`src/rtl/poll_scheduler_if.sv`:
```
`default_nettype none
// +--------------------------------------------------------------------------+
// | poll_scheduler_if : device poll bus plus CPU queue read port              |
// | Rev 1.0                                                                   |
// +--------------------------------------------------------------------------+
interface poll_scheduler_if #(
  parameter int N_DEV = 4
);
  logic [N_DEV-1:0]    dev_a0;
  logic [N_DEV-1:0]    dev_ack;
  logic [16*N_DEV-1:0] dev_data;
  logic                cpu_a0;
  logic                cpu_rd;
  logic [15:0]         cpu_data;

  // master is the scheduler, slave is the device/CPU side
  modport master (
    output dev_a0, dev_ack, cpu_data,
    input  dev_data, cpu_a0, cpu_rd
  );
  modport slave (
    input  dev_a0, dev_ack, cpu_data,
    output dev_data, cpu_a0, cpu_rd
  );
endinterface
`default_nettype wire

```
`src/rtl/poll_scheduler.sv`:
```
`default_nettype none
// +--------------------------------------------------------------------------+
// | poll_scheduler : scans status/data devices, queues {id,data} for the CPU  |
// | Option macro POLL_SCHED_PRIORITY_EN: fixed priority (idx 0 after service) |
// | Rev 1.0                                                                   |
// +--------------------------------------------------------------------------+
module poll_scheduler #(
  parameter int N_DEV      = 4,
  parameter int FIFO_DEPTH = 4
) (
  input  logic              clk,
  input  logic              reset,
  poll_scheduler_if.master  bus
);
  localparam int IDX_W = $clog2(N_DEV);
  localparam int PTR_W = $clog2(FIFO_DEPTH);
  localparam int CNT_W = $clog2(FIFO_DEPTH + 1);
  localparam logic [IDX_W-1:0] LAST_IDX = IDX_W'(N_DEV - 1);
  localparam logic [CNT_W-1:0] FULL_CNT = CNT_W'(FIFO_DEPTH);

  typedef enum logic [0:0] {
    S_STATUS = 1'b0,
    S_DATA   = 1'b1
  } state_t;

  state_t           state;
  logic [IDX_W-1:0] idx;
  logic [IDX_W-1:0] fifo_id   [FIFO_DEPTH];
  logic [15:0]      fifo_data [FIFO_DEPTH];
  logic [PTR_W-1:0] head;
  logic [PTR_W-1:0] tail;
  logic [CNT_W-1:0] count;

  logic [15:0]      dev_word [N_DEV];
  logic [15:0]      cur_word;
  logic [IDX_W-1:0] next_idx;
  logic [N_DEV-1:0] sel;
  logic             full;
  logic             nonempty;
  logic             push;
  logic             pop;
  logic [IDX_W-1:0] head_id;
  logic [15:0]      head_data;
  logic [15:0]      status_word;

  generate
    for (genvar g = 0; g < N_DEV; g++) begin : g_dev_word
      assign dev_word[g] = bus.dev_data[16*g +: 16];
    end
  endgenerate

  assign cur_word = dev_word[idx];
  assign next_idx = (idx == LAST_IDX) ? '0 : idx + 1'b1;
  assign sel      = {{(N_DEV-1){1'b0}}, 1'b1} << idx;
  assign full     = (count == FULL_CNT);
  assign nonempty = (count != '0);
  assign push     = (state == S_DATA);
  assign pop      = bus.cpu_rd && !bus.cpu_a0 && nonempty;

  assign bus.dev_a0  = (state == S_STATUS) ? sel : '0;
  // Gated by reset so an interrupted service leaves the device event pending
  assign bus.dev_ack = (state == S_DATA && !reset) ? sel : '0;

  assign head_id     = nonempty ? fifo_id[head]   : '0;
  assign head_data   = nonempty ? fifo_data[head] : 16'h0000;
  assign status_word = {8'(head_id), 6'(count), full, nonempty};
  assign bus.cpu_data = bus.cpu_a0 ? status_word : head_data;

  always_ff @(posedge clk) begin
    if (reset) begin
      state <= S_STATUS;
      idx   <= '0;
      head  <= '0;
      tail  <= '0;
      count <= '0;
    end else begin
      case (state)
        S_STATUS: begin
          if (cur_word[0] && !full) begin
            state <= S_DATA;
          end else begin
            idx <= next_idx;
          end
        end
        S_DATA: begin
          // Fullness was checked in the status cycle, so this push always fits
          fifo_id[tail]   <= idx;
          fifo_data[tail] <= cur_word;
          tail            <= tail + 1'b1;
`ifdef POLL_SCHED_PRIORITY_EN
          idx             <= '0;
`else
          idx             <= next_idx;
`endif
          state           <= S_STATUS;
        end
        default: state <= S_STATUS;
      endcase

      if (pop) begin
        head <= head + 1'b1;
      end

      case ({push, pop})
        2'b10:   count <= count + 1'b1;
        2'b01:   count <= count - 1'b1;
        default: ;
      endcase
    end
  end
endmodule
`default_nettype wire

```
`src/flat_wrapper.sv`:
```
// flat-port wrapper written by rule: the top's interface ports become plain ports
module poll_scheduler_flat 
#(
  parameter int N_DEV      = 4,
  parameter int FIFO_DEPTH = 4
)
  (clk, reset, bus_dev_a0, bus_dev_ack, bus_cpu_data, bus_dev_data, bus_cpu_a0, bus_cpu_rd);
  poll_scheduler_if #(.N_DEV(N_DEV)) bus_i ();
  input  logic clk;
  input  logic reset;
  output wire logic [$bits(bus_i.dev_a0)-1:0] bus_dev_a0;
  output wire logic [$bits(bus_i.dev_ack)-1:0] bus_dev_ack;
  output wire logic [$bits(bus_i.cpu_data)-1:0] bus_cpu_data;
  input wire logic [$bits(bus_i.dev_data)-1:0] bus_dev_data;
  input wire logic [$bits(bus_i.cpu_a0)-1:0] bus_cpu_a0;
  input wire logic [$bits(bus_i.cpu_rd)-1:0] bus_cpu_rd;
  assign bus_dev_a0 = bus_i.dev_a0;
  assign bus_dev_ack = bus_i.dev_ack;
  assign bus_cpu_data = bus_i.cpu_data;
  assign bus_i.dev_data = bus_dev_data;
  assign bus_i.cpu_a0 = bus_cpu_a0;
  assign bus_i.cpu_rd = bus_cpu_rd;
  poll_scheduler #(.N_DEV(N_DEV), .FIFO_DEPTH(FIFO_DEPTH)) u_core (.clk(clk), .reset(reset), .bus(bus_i));
endmodule
```
`config.mk`:
```
export PLATFORM = sky130hd
export DESIGN_NAME = poll_scheduler_flat
export DESIGN_NICKNAME = d
export VERILOG_FILES = /design/src/rtl/poll_scheduler_if.sv /design/src/rtl/poll_scheduler.sv /design/src/flat_wrapper.sv
export SDC_FILE = /design/constraint.sdc
export NUM_CORES = 1
export LEC_CHECK = 0
export CAP_MARGIN = 30
export CORE_MARGIN = 2
export CORE_UTILIZATION = 40
export CTS_BUF_LIST = sky130_fd_sc_hd__clkbuf_4 sky130_fd_sc_hd__clkbuf_8 sky130_fd_sc_hd__clkbuf_16
export CTS_CLUSTER_SIZE = 24
export DETAILED_ROUTE_END_ITERATION = 12
export PLACE_DENSITY = 0.67
export SLEW_MARGIN = 20
export SYNTH_ARGS = -nofsm -noshare
export SYNTH_HDL_FRONTEND = slang
export SYNTH_SLANG_ARGS = --single-unit
```
`constraint.sdc`:
```
create_clock -name clk -period 3.3 [get_ports clk]
set_input_delay 0.99 -clock clk [delete_from_list [all_inputs] [get_ports clk]]
set_output_delay 0.99 -clock clk [all_outputs]
set_load 0.1 [all_outputs]
```
==> summary.txt <==
Status
  • Status: completed

CTS
  • CTS tree: yes
  • Clock-pin slew on the worst setup and hold paths: 0.08 ns
  • CTS sink count: 84
  • Setup bufs post-CTS: 0
  • Hold-fix buffers, CTS: 0
  • H-tree levels: 3
  • Inserted Clock Buffers: 9
  • Clock buffer depth: 2
  • Post_cts resized: 0
  • Root Buffer: clkbuf_8
  • Worst-Skew Late Latency: 0.33 ns

Worst hold path
  • WHS Path Cells: 2
  • Hold EP: u_core.head[0]
  • Worst min path class: flop to flop
  • Min-delay src: u_core.head[0]

Synth
  • Main synth FF type: edfxtp_1
  • EDFF count, synth: 72
  • Post-synthesis sequential area ratio: 0.6218
  • Yosys cell types: 32
  • Syn Nets: 294
  • Synth area leader: edfxtp_1
  • Syn Area/Cell: 17.89 um2
  • Netlist Area Pre-Place: 3864 um2
  • Yosys warns: 0
  • Synth Instances: 216
  • Synth top area share: 0.5596
  • Leading post-synthesis cells by cell area: edfxtp_1 56%, mux4_2 16%, dfxtp_1 6.2%
  • Ys async rst share: 0
  • Synth Register Bits: 84

Timing
  • Max-Slew Margin vs Limit: 0.5546
  • Crit share post-route: 0.9576
  • # setup viols final: 0
  • Fmax: 316.4 MHz
  • Hold Violations, Final: 0
  • Setup TNS: 0 ns
  • Setup WS post-layout: 0.1398 ns
  • RSZ-0062 raised after global routing: false
  • Fin crit period: 3.160 ns
  • Pins Over Slew Limit: 0
  • Slew @ Worst Pin: 0.6644 ns
  • Skew final: 0.008468 ns

Critical path
  • CP arrival: 2.17 ns
  • Worst Setup Start Kind: input pin
  • Crit-path max cell delay: 0.47 ns
  • Worst r2r path cells: 8
  • Bufs and invs on worst path: 3
  • Reg2reg start: u_core.count[0]
  • Critical path's top delay family: buffers and inverters
  • Worst-path fanout max: 12
  • Crit path kind: input pin to primary output
  • Crit. End Element: primary output
  • FF-to-FF End: u_core.count[2]
  • Critical-path cell list: clkdlybuf4s50_1 -> buf_4 -> nor2_1 -> nor3_2 -> buf_12
  • Data required time of the worst path: 2.31 ns
  • Worst path slowest cell: clkdlybuf4s50_1
  • Setup slack on the worst flop-to-flop path: 1.13 ns

Final layout
  • Nets@finish: 399
  • Fillcell total: 725
  • Post-layout util: 0.5878
  • Fin cells: 455
  • Proportion of layout cells with a drive suffix above 1: 0.2883
  • Multi-input gate area: 1380 um2
  • N_diodes: 0
  • Area delta synth->final: 41.90%
  • FF+latch area: 2402 um2

Routing
  • DRC: 0
  • DR iter-0 viols: 81
  • Number of vias per cell: 5.013
  • TritonRoute pass-1 iters: 4
  • Wire per inst: 17.13 um
  • Vias: 2281
  • DRT antenna net count: 0
  • WL final: 7794 um

Floorplanning
  • Starting Density: 0.4142
  • Die W: 102.3 um
  • FP Rows: 35
  • Ports: 92
  • Total Die Area: 10460 um2
  • Core Region: 9328 um2
  • Die height: 102.3 um

Placed design
  • Port Buffers: 91
  • Cells after DPL: 439
  • Hpwl dp: 5555 um
  • Pre-CTS setup slack: 0.1345 ns
  • Gpl congestion: 0.7650

Job
  • Max Cap Viol: 0

Global routing
  • First-pass GRT wire length: 12540 um
  • Vias in the first global route: 2501
  • Largest net degree at the start of global routing: 19
  • GRT overflow: 0
  • GRT Overall Usage: 0.1631
  • Initial antenna violation count: 0

Power
  • Pleak: 1.868 nW
  • Power Density: 706.7 nW/um2
  • VDD IR-drop max: 598.8 uV
  • Total Power: 3.874 mW
[worst max path at each step]
stage / slack (ns) / start / cells past startpoint / to
finish: 0.14 / bus_cpu_a0 / 5 / bus_cpu_data[1]
global route: 0.08 / bus_cpu_a0 / 5 / bus_cpu_data[8]
CTS: 0.13 / bus_cpu_a0 / 5 / bus_cpu_data[1]
detailed placement: 0.13 / bus_cpu_a0 / 5 / bus_cpu_data[1]
global placement: 0.16 / bus_cpu_a0 / 5 / bus_cpu_data[1]
floorplan: -0.28 / bus_cpu_a0 / 3 / bus_cpu_data[1]
[cells in the mapped netlist, drive strengths merged, types with 2 or more instances]
cell type / instances
nor2: 15
mux2: 2
ha: 9
inv: 10
mux2i: 4
xor2: 2
and2: 17
nand2b: 2
buf: 7
nor3: 4
dfxtp: 12
a21oi: 4
a22o: 3
clkbuf: 5
edfxtp: 72
nor2b: 5
mux4: 34
[tightest hold or removal path, stage by stage (launching register included)]
cell and delay, ns:
dfxtp_1 0.33, o31ai_1 0.08, a21oi_1 0.06
[state kept, by name (all words and copies together), names as in the netlist, named ones only]
name,cells
u_core.fifo_data,64
u_core.fifo_id,8
u_core.count,3
u_core.head,2
u_core.idx,2
u_core.tail,2
u_core.push,1
[report_power, final]
part           switching, mW  total (mW)  internal [mW]  leakage [nW]
sequential            0.0561        1.40           1.34         0.749
combinational          0.982        1.68          0.701          1.01
clock                  0.328       0.791          0.463         0.113
total                   1.37        3.87           2.51          1.87
[logic make-up (layout without fill, tap and decap cells)]
family | after synthesis | in the layout | synth area share
mux | 40 | 40 | 0.2212
buf+inv | 22 | 132 | 0.02623
xor+xnor | 3 | 3 | 0.006802
compound gates | 11 | 11 | 0.02397
flops | 84 | 84 | 0.6218
fa+ha+maj | 10 | 10 | 0.03433
simple gates | 46 | 46 | 0.06574
[metrics by stage]
step | area [um2] | hold slack, ns
after detailed placement | 5258 | 0.5032
after floorplan | 3884 | 0.4710
after CTS | 5483 | 0.5156
final | 5483 | 0.5178
after global routing | 5483 | 0.5412
after global placement | 5258 | 0.4820
[layout make-up]
class | count | area share
clock inverter | 4 | 0.01324
tap | 129 | 0.02944
sequential | 84 | 0.4382
inverter | 10 | 0.006846
clock buffer | 12 | 0.02784
multi-input combinational | 110 | 0.2517
timing repair buffer | 106 | 0.2328
[layout by cell type (no fill, tap or decap), drive strengths merged]
master	synthesis	layout
or3	1	1
ha	9	9
clkinv	0	1
clkbuf	5	12
mux4	34	34
nor4b	1	1
or4	1	1
o311ai	1	1
inv	10	10
o31ai	1	1
xor2	2	2
nor3	4	4
a22o	3	3
nor2	15	15
bufinv	0	2
and2	17	17
dfxtp	12	12
xnor2	1	1
mux2i	4	4
clkdlybuf4s50	0	67
nor2b	5	5
nand2b	2	2
mux2	2	2
edfxtp	72	72
a21oi	4	4
clkinvlp	0	1
fa	1	1
buf	7	39
o21ai	1	1
o21a	1	1
[routing by layer]
metal,global-route usage,vias to the layer above,wire (um)
met4,0.05846,0,87
met2,0.2930,65,4142
met1,0.1981,1146,3151
li1,-,1062,-
met3,0.02804,8,414
met5,0,-,0
(Power assumes the default switching activity.)
